`src/rtl/vm_ctrl_param.sv`:
```
// Parametrised vending controller: per-slot stock and price storage,
// coin credit collection with inactivity timeout, dispense with change
// and cancel/soft-reset refunds. Every output is driven straight from a flop.
module vm_ctrl_param #(
    parameter int N_ITEMS = 8,
    parameter int CNT_W   = 4,
    parameter int COST_W  = 8,
    parameter int BAL_W   = 16,
    parameter int TIMEOUT = 512,
    localparam int IW     = $clog2(N_ITEMS)
) (
    input  logic              clk,
    input  logic              hrst_n,
    input  logic              srst,
    input  logic [1:0]        coins,
    input  logic [IW-1:0]     buttons,
    input  logic              select,
    input  logic              cancel,
    input  logic [IW-1:0]     item,
    input  logic [CNT_W-1:0]  count,
    input  logic [COST_W-1:0] cost,
    input  logic              valid,
    output logic [IW-1:0]     product,
    output logic              product_valid,
    output logic [1:0]        status,
    output logic [BAL_W-1:0]  balance,
    output logic              change_valid,
    output logic [7:0]        info
);

    // Storage covers every encodable index so out-of-range lookups read a
    // never-written (always zero) entry instead of indexing past the array.
    localparam int              NSLOT      = 1 << IW;
    localparam int              TW         = $clog2(TIMEOUT + 1);
    localparam logic [TW-1:0]   TMR_RELOAD = TW'(TIMEOUT - 1);
    localparam logic [IW:0]     N_LIM      = (IW + 1)'(N_ITEMS);

    localparam logic [1:0] ST_OK    = 2'b00;
    localparam logic [1:0] ST_AVAIL = 2'b01;
    localparam logic [1:0] ST_OOS   = 2'b10;
    localparam logic [1:0] ST_ERR   = 2'b11;

    typedef enum logic [2:0] {
        S_IDLE,
        S_RESTOCK,
        S_COLLECT,
        S_DISPENSE,
        S_REFUND
    } state_t;

    state_t             state_q, state_d;
    logic [IW-1:0]      sel_q, sel_d;
    logic [BAL_W-1:0]   credit_q, credit_d;
    logic [TW-1:0]      timer_q, timer_d;
    logic [CNT_W-1:0]   stock_q [NSLOT];
    logic [CNT_W-1:0]   stock_d [NSLOT];
    logic [COST_W-1:0]  price_q [NSLOT];
    logic [COST_W-1:0]  price_d [NSLOT];
    logic [IW-1:0]      product_q, product_d;
    logic               product_valid_q, product_valid_d;
    logic [1:0]         status_q, status_d;
    logic [BAL_W-1:0]   balance_q, balance_d;
    logic               change_valid_q, change_valid_d;
    logic [7:0]         info_q, info_d;

    logic [BAL_W:0]     coin_val;
    logic [BAL_W:0]     credit_sum;
    logic [BAL_W-1:0]   credit_sat;
    logic [BAL_W-1:0]   price_sel;
    logic [CNT_W:0]     rs_sum;
    logic               item_ok;
    logic               btn_ok;

    // Coin value decode, saturating credit add and restock overflow sum.
    always_comb begin
        coin_val = '0;
        case (coins)
            2'b01:   coin_val = (BAL_W + 1)'(5);
            2'b10:   coin_val = (BAL_W + 1)'(10);
            2'b11:   coin_val = (BAL_W + 1)'(25);
            default: coin_val = '0;
        endcase
        credit_sum = {1'b0, credit_q} + coin_val;
        credit_sat = credit_sum[BAL_W] ? '1 : credit_sum[BAL_W-1:0];
        price_sel  = BAL_W'(price_q[sel_q]);
        rs_sum     = {1'b0, stock_q[item]} + {1'b0, count};
        item_ok    = ({1'b0, item} < N_LIM);
        btn_ok     = ({1'b0, buttons} < N_LIM);
    end

    // Next-state and registered-output computation; pulses default low.
    always_comb begin
        state_d         = state_q;
        sel_d           = sel_q;
        credit_d        = credit_q;
        timer_d         = timer_q;
        stock_d         = stock_q;
        price_d         = price_q;
        product_d       = product_q;
        product_valid_d = 1'b0;
        status_d        = status_q;
        balance_d       = balance_q;
        change_valid_d  = 1'b0;
        info_d          = info_q;

        if (srst) begin
            if (state_q == S_COLLECT) begin
                // Abort a purchase as a refund so the user gets the credit back.
                state_d        = S_REFUND;
                balance_d      = credit_q;
                change_valid_d = 1'b1;
                credit_d       = '0;
                status_d       = ST_OK;
            end else begin
                state_d   = S_IDLE;
                credit_d  = '0;
                timer_d   = '0;
                product_d = '0;
                status_d  = ST_OK;
                balance_d = '0;
                info_d    = '0;
            end
        end else begin
            case (state_q)
                S_IDLE, S_RESTOCK: begin
                    if (valid) begin
                        state_d = S_RESTOCK;
                        if (!item_ok || rs_sum[CNT_W]) begin
                            status_d = ST_ERR;
                        end else begin
                            stock_d[item] = rs_sum[CNT_W-1:0];
                            if (cost != '0) begin
                                price_d[item] = cost;
                            end
                            status_d = ST_OK;
                            info_d   = 8'(rs_sum[CNT_W-1:0]);
                        end
                    end else if (state_q == S_RESTOCK) begin
                        state_d = S_IDLE;
                    end else if (select) begin
                        sel_d = buttons;
                        if (!btn_ok || stock_q[buttons] == '0 || price_q[buttons] == '0) begin
                            status_d = ST_OOS;
                            info_d   = btn_ok ? 8'(stock_q[buttons]) : 8'd0;
                        end else begin
                            status_d  = ST_AVAIL;
                            info_d    = 8'(stock_q[buttons]);
                            credit_d  = '0;
                            balance_d = '0;
                            timer_d   = TMR_RELOAD;
                            state_d   = S_COLLECT;
                        end
                    end
                end
                S_COLLECT: begin
                    if (credit_q >= price_sel) begin
                        // Dispense outputs are presented during the DISPENSE cycle.
                        state_d         = S_DISPENSE;
                        product_d       = sel_q;
                        product_valid_d = 1'b1;
                        stock_d[sel_q]  = stock_q[sel_q] - CNT_W'(1);
                        info_d          = 8'(stock_q[sel_q] - CNT_W'(1));
                        balance_d       = credit_q - price_sel;
                        change_valid_d  = 1'b1;
                        credit_d        = '0;
                        status_d        = ST_OK;
                    end else if (cancel) begin
                        state_d        = S_REFUND;
                        balance_d      = credit_sat;
                        change_valid_d = 1'b1;
                        credit_d       = '0;
                        status_d       = ST_OK;
                    end else if (coins != 2'b00) begin
                        credit_d  = credit_sat;
                        balance_d = credit_sat;
                        timer_d   = TMR_RELOAD;
                    end else if (timer_q == '0) begin
                        state_d        = S_REFUND;
                        balance_d      = credit_q;
                        change_valid_d = 1'b1;
                        credit_d       = '0;
                        status_d       = ST_ERR;
                    end else begin
                        timer_d = timer_q - TW'(1);
                    end
                end
                S_DISPENSE, S_REFUND: begin
                    state_d = S_IDLE;
                end
                default: begin
                    state_d = S_IDLE;
                end
            endcase
        end
    end

    // State, storage and output registers; hard reset wipes stock and prices too.
    always_ff @(posedge clk or negedge hrst_n) begin
        if (!hrst_n) begin
            state_q         <= S_IDLE;
            sel_q           <= '0;
            credit_q        <= '0;
            timer_q         <= '0;
            stock_q         <= '{default: '0};
            price_q         <= '{default: '0};
            product_q       <= '0;
            product_valid_q <= 1'b0;
            status_q        <= '0;
            balance_q       <= '0;
            change_valid_q  <= 1'b0;
            info_q          <= '0;
        end else begin
            state_q         <= state_d;
            sel_q           <= sel_d;
            credit_q        <= credit_d;
            timer_q         <= timer_d;
            stock_q         <= stock_d;
            price_q         <= price_d;
            product_q       <= product_d;
            product_valid_q <= product_valid_d;
            status_q        <= status_d;
            balance_q       <= balance_d;
            change_valid_q  <= change_valid_d;
            info_q          <= info_d;
        end
    end

    assign product       = product_q;
    assign product_valid = product_valid_q;
    assign status        = status_q;
    assign balance       = balance_q;
    assign change_valid  = change_valid_q;
    assign info          = info_q;

endmodule

```
`config.mk`:
```
export PLATFORM = sky130hd
export DESIGN_NAME = vm_ctrl_param
export DESIGN_NICKNAME = d
export VERILOG_FILES = /design/src/rtl/vm_ctrl_param.sv
export SDC_FILE = /design/constraint.sdc
export NUM_CORES = 1
export LEC_CHECK = 0
export CORE_ASPECT_RATIO = 0.6
export CORE_MARGIN = 5
export CORE_UTILIZATION = 47
export CTS_BUF_LIST = sky130_fd_sc_hd__clkbuf_2
export CTS_CLUSTER_SIZE = 24
export DETAILED_ROUTE_END_ITERATION = 12
export GPL_TIMING_DRIVEN = 1
export PLACE_DENSITY = 0.75
export SLEW_MARGIN = 20
export SYNTH_ARGS = -nofsm -noshare
export SYNTH_HDL_FRONTEND = slang
export SYNTH_SLANG_ARGS = --single-unit
export TNS_END_PERCENT = 50
```
`constraint.sdc`:
```
create_clock -name clk -period 4.6 [get_ports clk]
set_input_delay 0.92 -clock clk [delete_from_list [all_inputs] [get_ports clk]]
set_output_delay 0.92 -clock clk [all_outputs]
set_load 0.05 [all_outputs]
```
==> results of run 1 <==
## stage by stage
step	cell area [um^2]	setup slack, ns	TNS (ns)	hold slack [ns]	util
after floorplan	9710	0.481	0	0.479	-
after global placement	10900	-0.000654	-0.000654	0.466	0.541
after detailed placement	10900	-0.0582	-0.492	0.471	0.541
after CTS	11200	0.363	0	0.144	0.557
after global routing	11200	0.0682	0	0.145	0.557
final	11200	0.210	0	0.121	0.557
## layer usage
layer / up-vias / share of wire
li1: 3859 / -
met1: 4238 / 0.46
met2: 496 / 0.41
met3: 25 / 0.12
met4: 0 / 0.0088
met5: - / 0
## cells in the mapped netlist (8+ instances only)
cell type                  count  area (um^2)
sky130_fd_sc_hd__dfrtp_1     156         3900
sky130_fd_sc_hd__mux2_2       79          890
sky130_fd_sc_hd__nor2_1       71          267
sky130_fd_sc_hd__o21ai_0      70          350
sky130_fd_sc_hd__nand2_1      69          259
sky130_fd_sc_hd__a21oi_1      47          235
sky130_fd_sc_hd__inv_1        41          154
sky130_fd_sc_hd__nor3_1       35          175
sky130_fd_sc_hd__o22ai_1      30          188
sky130_fd_sc_hd__mux2i_1      24          240
sky130_fd_sc_hd__nand3_1      23          115
sky130_fd_sc_hd__nor2b_1      21          131
sky130_fd_sc_hd__clkbuf_1     20         75.1
sky130_fd_sc_hd__a22o_1       19          166
sky130_fd_sc_hd__ha_1         19          238
sky130_fd_sc_hd__mux4_2       17          383
sky130_fd_sc_hd__nor4_1       17          106
sky130_fd_sc_hd__a31oi_1      15         93.8
sky130_fd_sc_hd__buf_1        14         52.6
sky130_fd_sc_hd__buf_2        13         65.1
sky130_fd_sc_hd__a22oi_1      11         82.6
sky130_fd_sc_hd__a221oi_1     10         87.6
sky130_fd_sc_hd__and3_1       10         62.6
sky130_fd_sc_hd__a21o_1        8         60.1
sky130_fd_sc_hd__mux4_1        8          210
## sequential cells by signal, summed over array words and instances (netlist names)
signal,cells
price_q,64
stock_q,32
balance,16
credit_q,16
timer_q,10
info,5
product,3
sel_q,3
state_q,3
status,2
change_valid,1
product_valid,1
## area by class of cell
cell class	count	area [um^2]	area share
flip-flops and latches	156	3900	0.348
clock inverters	14	216	0.0193
clock buffers	18	90.1	0.00802
repair buffers	125	1120	0.0995
well taps	273	342	0.0304
multi-input cells	720	5390	0.480
diodes	3	7.51	0.000668
inverters	43	161	0.0144
## logic make-up after synthesis
| group | count (synthesis) |
|---|---|
| flops | 156 |
| compound gates | 269 |
| mux | 130 |
| simple gates | 292 |
| buf+inv | 98 |
| xor+xnor | 7 |
| fa+ha+maj | 22 |
## worst max path at each step
| stage | from | endpoint | slack (ns) | cells past startpoint |
|---|---|---|---|---|
| 2_1_floorplan | item[2] | price_q[56]$_DFFE_PN0P_ | 0.48 | 15 |
| 3_3_place_gp | item[1] | price_q[44]$_DFFE_PN0P_ | -0.0007 | 15 |
| 3_5_place_dp | item[1] | price_q[40]$_DFFE_PN0P_ | -0.06 | 15 |
| 4_1_cts | sel_q[0]$_DFFE_PN0P_ | stock_q[3]$_DFFE_PN0P_ | 0.36 | 14 |
| 5_1_grt | sel_q[0]$_DFFE_PN0P_ | timer_q[1]$_DFFE_PN0P_ | 0.07 | 15 |
| 6_report | sel_q[2]$_DFFE_PN0P_ | stock_q[24]$_DFFE_PN0P_ | 0.21 | 14 |
## report_power, final
| part | switching, mW | total, mW | internal [mW] |
|---|---|---|---|
| Sequential | 0.557 | 2.38 | 1.82 |
| Clock | 0.551 | 0.966 | 0.416 |
| Combinational | 1.72 | 3.13 | 1.41 |
| Total | 2.83 | 6.47 | 3.64 |
## worst max-delay path, stage by stage (launching register included)
cell                       delay, ns
sky130_fd_sc_hd__dfrtp_1        0.82
sky130_fd_sc_hd__mux2i_1        0.49
sky130_fd_sc_hd__o21ai_0        0.13
sky130_fd_sc_hd__a221oi_1       0.63
sky130_fd_sc_hd__fa_1           0.34
sky130_fd_sc_hd__nand3_1        0.11
sky130_fd_sc_hd__a21oi_1        0.34
sky130_fd_sc_hd__nor4_4         0.09
sky130_fd_sc_hd__buf_4          0.17
sky130_fd_sc_hd__o31ai_2        0.27
sky130_fd_sc_hd__buf_12         0.18
sky130_fd_sc_hd__o21ai_0        0.33
sky130_fd_sc_hd__buf_4          0.27
sky130_fd_sc_hd__nand2_1        0.05
sky130_fd_sc_hd__o21ai_0        0.07
==> summary.md, run 1 <==
### Outcome
• status: finished, final reports clean

### STA
• worst slew slack as a fraction of its limit: 0.366
• Finish-stage setup viols: 0
• share of the cycle needed by the critical path after routing: 0.954
• post-route clock skew: 0.0323 ns
• number of max-slew violations in the final report: 0
• Least-Margin Pin Slew: 0.943 ns
• f_max: 228 MHz
• unrepaired setup endpoints after global routing: no
• Min Clock Period, post-route: 4.39 ns
• final-report hold violation count: 0

### Drt
• number of antenna-violating nets in the routed design: 0
• per-cell routed wire length: 22.4 um
• via density per instance: 6.37
• total number of vias: 8618
• drt first pass iters: 5
• DRC: 0
• number of design-rule violations left by the first detailed-router iteration: 991
• wire length after detailed routing: 30300 um

### Clocking
• CTS root buf: sky130_fd_sc_hd__clkbuf_2
• post-CTS setup buffer count: 0
• number of buffers added by the clock tree synthesis step: 17
• number of H-tree levels: 4
• hold buffers post-CTS: 0
• total number of clock tree sinks: 156
• clock transition at the registers of the reported paths: 0.25 ns
• clock latency at the later pin of the worst-skew pair: 0.81 ns
• clock tree buffer depth: 2
• TritonCTS clock tree: yes
• Post-CTS Resized: 0

### Synth
• post-synthesis async set-or-reset flop share: 1.00
• post-synthesis cell type count: 76
• area of the mapped netlist: 9710 um^2
• synthesized-area fraction occupied by xor and xnor cells: 0.00786
• average instance area after synthesis: 9.97 um^2
• instance count of the mapped netlist: 974
• post-synthesis register bit count: 156
• number of enable-type register cells in the synthesized netlist: 0
• commonest register cell after synthesis: sky130_fd_sc_hd__dfrtp_1
• sequential cell area fraction in the yosys report: 0.402
• area fraction in compound gates after synthesis: 0.184
• main combinational cell family by area after synthesis: compound AO/OA/AOI/OAI gates
• adder-cell share of the synthesized area: 0.0307
• synthesis warning total: 0
• number of nets produced by synthesis: 1022
• multiplexer fraction of the synthesized cell area: 0.181
• simple logic cell fraction of the synthesized area: 0.151

### GRT
• vias in the first global route: 8201
• GR Layer Usage met3: 0.0824
• total overflow reported by the global router: 0
• Tot GR Track Use: 0.258
• met1 track demand over resource in global routing: 0.392
• most heavily used metal layer in global routing: met1
• global-route wire length before repair: 47900 um
• met2 capacity usage during global routing: 0.363
• number of antenna violations at the first check in global routing: 1
• largest net degree at the start of global routing: 84

### Power
• maximum VDD drop: 0.000325 V
• power density over the cells: 576 nW/um^2
• Pleak: 4.87 nW
• post-route total power: 6.47 mW

### Floorplanning
• initial core utilization: 0.481
• Ports: 57
• floorplan core area: 20200 um^2
• row count: 40
• Die Span Y: 121 um
• x dimension of the die: 196 um
• overall die area: 23700 um^2

### Worst hold path
• worst min-delay path category: input port to asynchronous set/reset pin

### Cells and area
• number of fill cells in the layout: 1788
• most common cell after layout, fill and taps aside: sky130_fd_sc_hd__dfrtp_1
• commonest non-fill, non-tap cells in the layout: 156 x sky130_fd_sc_hd__dfrtp_1, 79 x sky130_fd_sc_hd__mux2_2, 71 x sky130_fd_sc_hd__nor2_1
• count of placed standard cells in the final layout, fillers left out: 1352
• share of final-layout standard cells stronger than drive strength 1: 0.202
• layout-stage area growth over the synthesis result: 15.7%
• final-stage net count: 1111

### Setup path
• critical path arrival: 5.11 ns
• launch instance of the worst register-to-register path: sel_q[2]$_DFFE_PN0P_
• Critical Path Sink Type: register
• Reg2Reg Capture Point: stock_q[24]$_DFFE_PN0P_
• Worst EP required: 5.32 ns
• number of cells on the worst reg-to-reg path: 14
• startpoint types: register
• Max FO, Critical Path: 16
• type of the worst setup path: register to register
• flop-to-flop setup slack: 0.21 ns

### Placement
• DP HPWL: 22300 um
• GP Congestion: 0.960
• number of cells after detailed placement: 1317
• total of buffers placed on input and output ports: 56

### Job
• number of max-cap violations: 0

Power figures use the tool's default switching activity.
==> inputs of run 2 (changes only) <==
CORE_UTILIZATION = 62   (was 47)
CTS_CLUSTER_DIAMETER = 200   (was default)
PLACE_DENSITY = 0.93   (was 0.75)
==> run 2 against run 1 <==
  * Count of clock-buffer cells in the layout decreased by 1
  * Combinational power is essentially flat
  * Core utilization up 16 points
  * Hold slack worse by 0.0072 ns
  * Sequential cell count stayed put
  * Cell count down 5.3%
  * Maximum frequency is 3.4% higher
  * Clock power decreased by 16%
  * Total power fell by 2.3%
  * Via count increased by 4.7%
  * Cell area is 1.3% lower
  * Die area decreased by 23%
  * Highest routed layer unchanged
==> summary.md, run 2 (synthesis gave the netlist of run 1 again) <==
### STA
• worst slew slack as a fraction of its limit: 0.396, +0.0292
• final sum of negative setup slack: 0 ns, unchanged
• share of the cycle needed by the critical path after routing: 0.923, -0.0317
• Finish-stage setup viols: 0, unchanged
• Least-Margin Pin Slew: 0.900 ns, -0.0435 ns
• final-report hold violation count: 0, unchanged
• f_max: 236 MHz, +3.4%
• Min Clock Period, post-route: 4.24 ns, -0.146 ns
• worst-case hold slack: 0.113 ns, -0.00715 ns
• unrepaired setup endpoints after global routing: no
• number of max-slew violations in the final report: 0, unchanged
• worst-case setup margin in the final layout: 0.356 ns, +0.146 ns
• post-route clock skew: 0.0449 ns, +0.0127 ns

### Power
• fraction of power spent switching nets: 0.464, +0.0269
• switching power: 2.93 mW, +3.7%
• Pleak: 4.85 nW, -0.32%
• fraction of power consumed by the clock network: 0.128, -0.021
• internal portion of total power: 3.39 mW, -6.9%
• power density over the cells: 570 nW/um^2, -1.0%
• sequential share of power: 0.379, +0.011
• relative contribution of combinational cells to total power: 0.493, +0.010
• maximum VDD drop: 0.000296 V, -9.0%

### Cells and area
• layout-stage area growth over the synthesis result: 14.2%
• number of fill cells in the layout: 1063, -41%
• share of final-layout standard cells stronger than drive strength 1: 0.203, +0.00167
• Post-Route Utilization: 0.721, +0.165
• final-stage net count: 1112, +0.090%
• Top reg by flops: price_q
• antenna diode count: 0, -3
• post-route cell area: 11100 um^2, -1.3%
• Regs by FF count: price_q x64, stock_q x32
• Largest register FFs: 64, unchanged
• most common cell after layout, fill and taps aside: sky130_fd_sc_hd__dfrtp_1
• commonest non-fill, non-tap cells in the layout: 156 x sky130_fd_sc_hd__dfrtp_1, 79 x sky130_fd_sc_hd__mux2_2, 71 x sky130_fd_sc_hd__nor2_1

### Drt
• wire length after detailed routing: 30200 um, -0.24%
• via density per instance: 7.05, +11%
• drt first pass iters: 8, +3
• DRC: 0, unchanged
• per-cell routed wire length: 23.6 um, +5.4%
• total number of vias: 9020, +4.7%
• number of antenna-violating nets in the routed design: 0, unchanged
• number of design-rule violations left by the first detailed-router iteration: 1351, +36%

### Clocking
• hold buffers post-CTS: 0, unchanged
• TritonCTS clock tree: yes
• total number of clock tree sinks: 156, unchanged
• post-CTS setup buffer count: 0, unchanged
• clock transition at the registers of the reported paths: 0.29 ns, +0.04 ns
• number of H-tree levels: 4, unchanged
• number of buffers added by the clock tree synthesis step: 17, unchanged
• CTS root buf: sky130_fd_sc_hd__clkbuf_2
• clock latency at the later pin of the worst-skew pair: 0.80 ns, about the same
• clock tree buffer depth: 2, unchanged
• Post-CTS Resized: 0, unchanged

### Setup path
• series of cell instances along the critical path: mux2_2 > a221oi_1 > a21oi_1 > a21oi_1 > ha_1 > nand4_1 > a21oi_1 > nor4_4 > buf_4 > a31o_2 > a21oi_2 > buf_4 > mux2_2
• Crit path largest cell delay: 0.73 ns, -0.09 ns
• Slowest cell on crit path: sky130_fd_sc_hd__dfrtp_1
• startpoint types: register
• critical path arrival: 4.93 ns, -0.18 ns
• Critical Path Sink Type: register
• most used cell along the critical path: sky130_fd_sc_hd__a21oi_1
• Max FO, Critical Path: 18, +2
• Worst EP required: 5.29 ns, -0.03 ns
• type of the worst setup path: register to register

### Worst hold path
• worst min-delay path category: input port to asynchronous set/reset pin

### Floorplanning
• initial core utilization: 0.632, +0.150
• Die Span Y: 107 um, -12%
• x dimension of the die: 172 um, -12%
• Ports: 57, unchanged
• floorplan core area: 15400 um^2, -24%
• overall die area: 18300 um^2, -23%
• row count: 35, -13%

### Placement
• pre-CTS setup slack: -0.0282 ns, +0.0301 ns
• GP Congestion: 1.06, +10%
• DP HPWL: 21900 um, -1.6%
• total of buffers placed on input and output ports: 56, unchanged
• post-place instance area: 10800 um^2, -0.73%

### GRT
• largest net degree at the start of global routing: 85, +1.2%
• vias in the first global route: 8424, +2.7%
• total overflow reported by the global router: 0, unchanged
• Tot GR Track Use: 0.336, +0.0772
• number of antenna violations at the first check in global routing: 0, -1
• global-route wire length before repair: 47800 um, -0.22%

### Job
• number of max-cap violations: 0, unchanged

### Outcome
• status: finished, final reports clean

## run 2: cell count changes in the layout (fill, tap and decap cells not counted), sizes merged
cell      delta
buf          +1
bufinv       -5
clkbuf       -1
clkinv       +3
clkinvlp     -3
diode        -3
inv          +6
## run 2: final timing paths
path,depth (start not counted),endpoint,slack (ns),startpoint
min reg2reg,1,info[3]$_DFFE_PN0P_,0.52,info[3]$_DFFE_PN0P_
max reg2reg,13,balance[6]$_DFFE_PN0P_,0.36,sel_q[2]$_DFFE_PN0P_
max in group asynchronous,2,stock_q[28]$_DFFE_PN0P_,3.58,hrst_n
min in group clk,1,info[3]$_DFFE_PN0P_,0.52,info[3]$_DFFE_PN0P_
max,13,balance[6]$_DFFE_PN0P_,0.36,sel_q[2]$_DFFE_PN0P_
min,1,balance[10]$_DFFE_PN0P_,0.11,hrst_n
## run 2: metal layers
layer	up-vias	routed length [um]	track usage
met3	89	4560	0.104
met5	-	0	0
li1	3864	-	-
met1	4335	12200	0.513
met2	732	12800	0.465
met4	0	694	0.0797
## run 2: cell type report
type                    instances  area, um^2  share of cell area
multi-input cells             720        5390               0.486
clock inverters                15         166              0.0150
clock buffers                  17        85.1             0.00767
well taps                     203         254              0.0229
repair buffers                126        1120               0.101
flip-flops and latches        156        3900               0.352
inverters                      43         161              0.0146
## run 2: critical path, delay by kind of cell (launching register included)
kind / cells / cell delay, ns
buf+inv: 2 / 0.56
mux: 2 / 0.70
simple gates: 2 / 0.71
fa+ha+maj: 1 / 0.39
compound gates: 6 / 1.08
flops: 1 / 0.73
## run 2: through the flow
| stage | total power, mW | instances |
|---|---|---|
| 2_1_floorplan | 4.28 | 974 |
| 3_3_place_gp | 5.25 | 1248 |
| 6_report | 6.32 | 1280 |
| 5_1_grt | 6.62 | 1280 |
| 3_5_place_dp | 5.37 | 1248 |
| 4_1_cts | 6.18 | 1280 |
## run 2: power groups by stage
stage          Clock (mW)  Combinational (mW)  Sequential (mW)
2_1_floorplan           0                2.07             2.21
3_3_place_gp            0                2.90             2.35
3_5_place_dp            0                3.00             2.38
4_1_cts             0.807                3.02             2.35
5_1_grt             0.863                3.34             2.42
6_report            0.810                3.12             2.40
==> inputs of run 3 (changes only) <==
CORE_UTILIZATION = 60   (was 62)
CTS_BUF_LIST = sky130_fd_sc_hd__clkbuf_4   (was sky130_fd_sc_hd__clkbuf_2)
PLACE_DENSITY = 0.9   (was 0.93)
==> run 3 against run 2 <==
  * Cell count fell by 0.39%
  * Count of clock-buffer cells in the layout up 1
  * Cell area decreased by 0.71%
  * Wire length shrank 1.7%
  * Clock power down 3.7%
  * Critical path depth stayed put
  * Non-clock buffer count is 11 lower
  * Combinational power fell by 2%
  * Sequential share of layout area grew 0.29 points
  * Global-route usage down 2.0 points
  * Register-to-register slack got worse by 0.19 ns
  * Via count is 2.0% lower
  * Highest routed layer unchanged
==> summary.md, run 3 (synthesis gave the netlist of run 1 again) <==
### Outcome
• status: finished, final reports clean

### Job
• number of max-cap violations: 0, unchanged

### STA
• Finish-stage setup viols: 0, unchanged
• f_max: 226 MHz, -4.2%
• number of max-slew violations in the final report: 0, unchanged
• final sum of negative setup slack: 0 ns, unchanged
• share of the cycle needed by the critical path after routing: 0.963, +0.0404
• unrepaired setup endpoints after global routing: no
• Min Clock Period, post-route: 4.43 ns, +0.186 ns
• Least-Margin Pin Slew: 0.962 ns, +0.0626 ns
• worst slew slack as a fraction of its limit: 0.359, -0.0371
• post-route clock skew: 0.0456 ns, +0.000665 ns
• final-report hold violation count: 0, unchanged

### Drt
• wire length after detailed routing: 29700 um, -1.7%
• drt first pass iters: 7, -1
• DRC: 0, unchanged
• number of design-rule violations left by the first detailed-router iteration: 1279, -5.3%
• total number of vias: 8839, -2.0%
• via density per instance: 6.93, -1.6%
• number of antenna-violating nets in the routed design: 0, unchanged
• per-cell routed wire length: 23.3 um, -1.4%

### GRT
• total overflow reported by the global router: 0, unchanged
• GR Layer Usage met3: 0.116, +0.0121
• global-route wire length before repair: 46500 um, -2.6%
• met2 capacity usage during global routing: 0.443, -0.0223
• Tot GR Track Use: 0.316, -0.0199
• largest net degree at the start of global routing: 106, +25%
• vias in the first global route: 8328, -1.1%
• number of antenna violations at the first check in global routing: 0, unchanged
• most heavily used metal layer in global routing: met1
• met1 track demand over resource in global routing: 0.467, -0.0468

### Cells and area
• commonest non-fill, non-tap cells in the layout: 153 x sky130_fd_sc_hd__dfrtp_1, 79 x sky130_fd_sc_hd__mux2_2, 71 x sky130_fd_sc_hd__nor2_1
• antenna diode count: 0, unchanged
• share of final-layout standard cells stronger than drive strength 1: 0.196, -0.00728
• final-stage net count: 1101, -0.99%
• post-route cell area: 11000 um^2, -0.71%
• layout-stage area growth over the synthesis result: 13.4%
• Regs by FF count: price_q x64, stock_q x32
• Largest register FFs: 64, unchanged
• Top reg by flops: price_q
• most common cell after layout, fill and taps aside: sky130_fd_sc_hd__dfrtp_1

### Clocking
• hold buffers post-CTS: 0, unchanged
• clock transition at the registers of the reported paths: 0.14 ns, -0.15 ns
• TritonCTS clock tree: yes
• CTS root buf: sky130_fd_sc_hd__clkbuf_4
• total number of clock tree sinks: 156, unchanged
• clock tree buffer depth: 2, unchanged
• number of buffers added by the clock tree synthesis step: 17, unchanged
• number of H-tree levels: 4, unchanged
• clock latency at the later pin of the worst-skew pair: 0.61 ns, -0.19 ns
• post-CTS setup buffer count: 0, unchanged
• Post-CTS Resized: 0, unchanged

### Setup path
• startpoint types: register
• type of the worst setup path: register to register
• Max FO, Critical Path: 14, -4
• number of cells on the worst reg-to-reg path: 13, unchanged
• critical path arrival: 4.92 ns, about the same
• Critical path origin: sel_q[0]$_DFFE_PN0P_
• flop-to-flop setup slack: 0.17 ns, -0.19 ns
• launch instance of the worst register-to-register path: sel_q[0]$_DFFE_PN0P_
• Worst EP required: 5.09 ns, -0.20 ns
• Reg2Reg Capture Point: timer_q[1]$_DFFE_PN0P_
• Critical Path Sink Type: register

### Floorplanning
• floorplan core area: 16000 um^2, +4.3%
• Ports: 57, unchanged
• Die Span Y: 109 um, +1.5%
• x dimension of the die: 174 um, +1.6%
• overall die area: 18900 um^2, +3.1%
• initial core utilization: 0.606, -0.0262
• row count: 36, +2.9%

### Power
• fraction of power spent switching nets: 0.451, -0.0125
• internal portion of total power: 3.42 mW, +0.85%
• post-route total power: 6.23 mW, -1.4%
• switching power: 2.81 mW, -4.1%
• power density over the cells: 566 nW/um^2, -0.73%
• fraction of power consumed by the clock network: 0.125, -0.003
• sequential share of power: 0.384, +0.005
• Pleak: 4.78 nW, -1.5%
• maximum VDD drop: 0.000319 V, +8.0%
• relative contribution of combinational cells to total power: 0.491, -0.002

### Placement
• GP Congestion: 1.01, -4.6%
• DP HPWL: 21600 um, -1.2%
• post-place instance area: 10800 um^2, -0.81%
• total of buffers placed on input and output ports: 56, unchanged

### Worst hold path
• worst min-delay path category: input port to asynchronous set/reset pin

## run 3: cell count changes in the layout (fill, tap and decap cells not counted), moves of 2 or more
cell and change:
sky130_fd_sc_hd__inv_8 -3, sky130_fd_sc_hd__clkbuf_2 -17, sky130_fd_sc_hd__clkinv_1 +2, sky130_fd_sc_hd__clkbuf_4 +18
sky130_fd_sc_hd__dfrtp_1 -3, sky130_fd_sc_hd__clkinv_8 -3, sky130_fd_sc_hd__buf_4 -10, sky130_fd_sc_hd__dfrtp_2 +3
## run 3: per-layer routing
layer  vias to the layer above  routed length (um)
met5                         -                   0
met1                      4371               12900
met2                       558               12400
met4                         0                 584
li1                       3841                   -
met3                        69                3740
## run 3: how the worst max path moves through the flow
stage | cells after the start | end
2_1_floorplan | 15 | price_q[56]$_DFFE_PN0P_
3_3_place_gp | 13 | stock_q[23]$_DFFE_PN0P_
3_5_place_dp | 12 | stock_q[23]$_DFFE_PN0P_
4_1_cts | 13 | timer_q[1]$_DFFE_PN0P_
5_1_grt | 13 | timer_q[1]$_DFFE_PN0P_
6_report | 13 | timer_q[1]$_DFFE_PN0P_
## run 3: cell type report
class                   instances  area [um^2]
flip-flops and latches        156         3910
inverters                      43          161
repair buffers                115         1030
well taps                     209          262
clock inverters                14          113
clock buffers                  18          135
multi-input cells             720         5400
fillers                      1254         5020
## run 3: critical path, cell delays in order (launching register included)
cell and delay [ns]:
sky130_fd_sc_hd__dfrtp_2 0.58, sky130_fd_sc_hd__buf_4 0.26, sky130_fd_sc_hd__and2_1 0.24, sky130_fd_sc_hd__a221o_1 0.38
sky130_fd_sc_hd__a21oi_1 0.23, sky130_fd_sc_hd__ha_1 0.33, sky130_fd_sc_hd__a21oi_1 0.24, sky130_fd_sc_hd__a21oi_1 0.18
sky130_fd_sc_hd__nor4_4 0.61, sky130_fd_sc_hd__nand2_1 0.15, sky130_fd_sc_hd__o21ai_2 0.35, sky130_fd_sc_hd__inv_2 0.19
sky130_fd_sc_hd__a211oi_2 0.24, sky130_fd_sc_hd__mux2_2 0.36
## run 3: per-stage QoR
step	hold slack (ns)	util	std cells	setup WS, ns
CTS	0.459	0.686	1275	0.137
floorplan	0.479	-	974	0.481
finish	0.442	0.687	1275	0.170
global route	0.485	0.687	1275	0.0436
global placement	0.466	0.670	1243	-0.0222
detailed placement	0.473	0.670	1243	-0.0975
## run 3: power by group through the flow
| stage | Combinational [mW] | Clock, mW | Sequential (mW) |
|---|---|---|---|
| after CTS | 2.96 | 0.791 | 2.35 |
| after global routing | 3.25 | 0.856 | 2.43 |
| final | 3.06 | 0.780 | 2.39 |
| after detailed placement | 2.95 | 0 | 2.38 |
| after floorplan | 2.07 | 0 | 2.21 |
| after global placement | 2.87 | 0 | 2.36 |
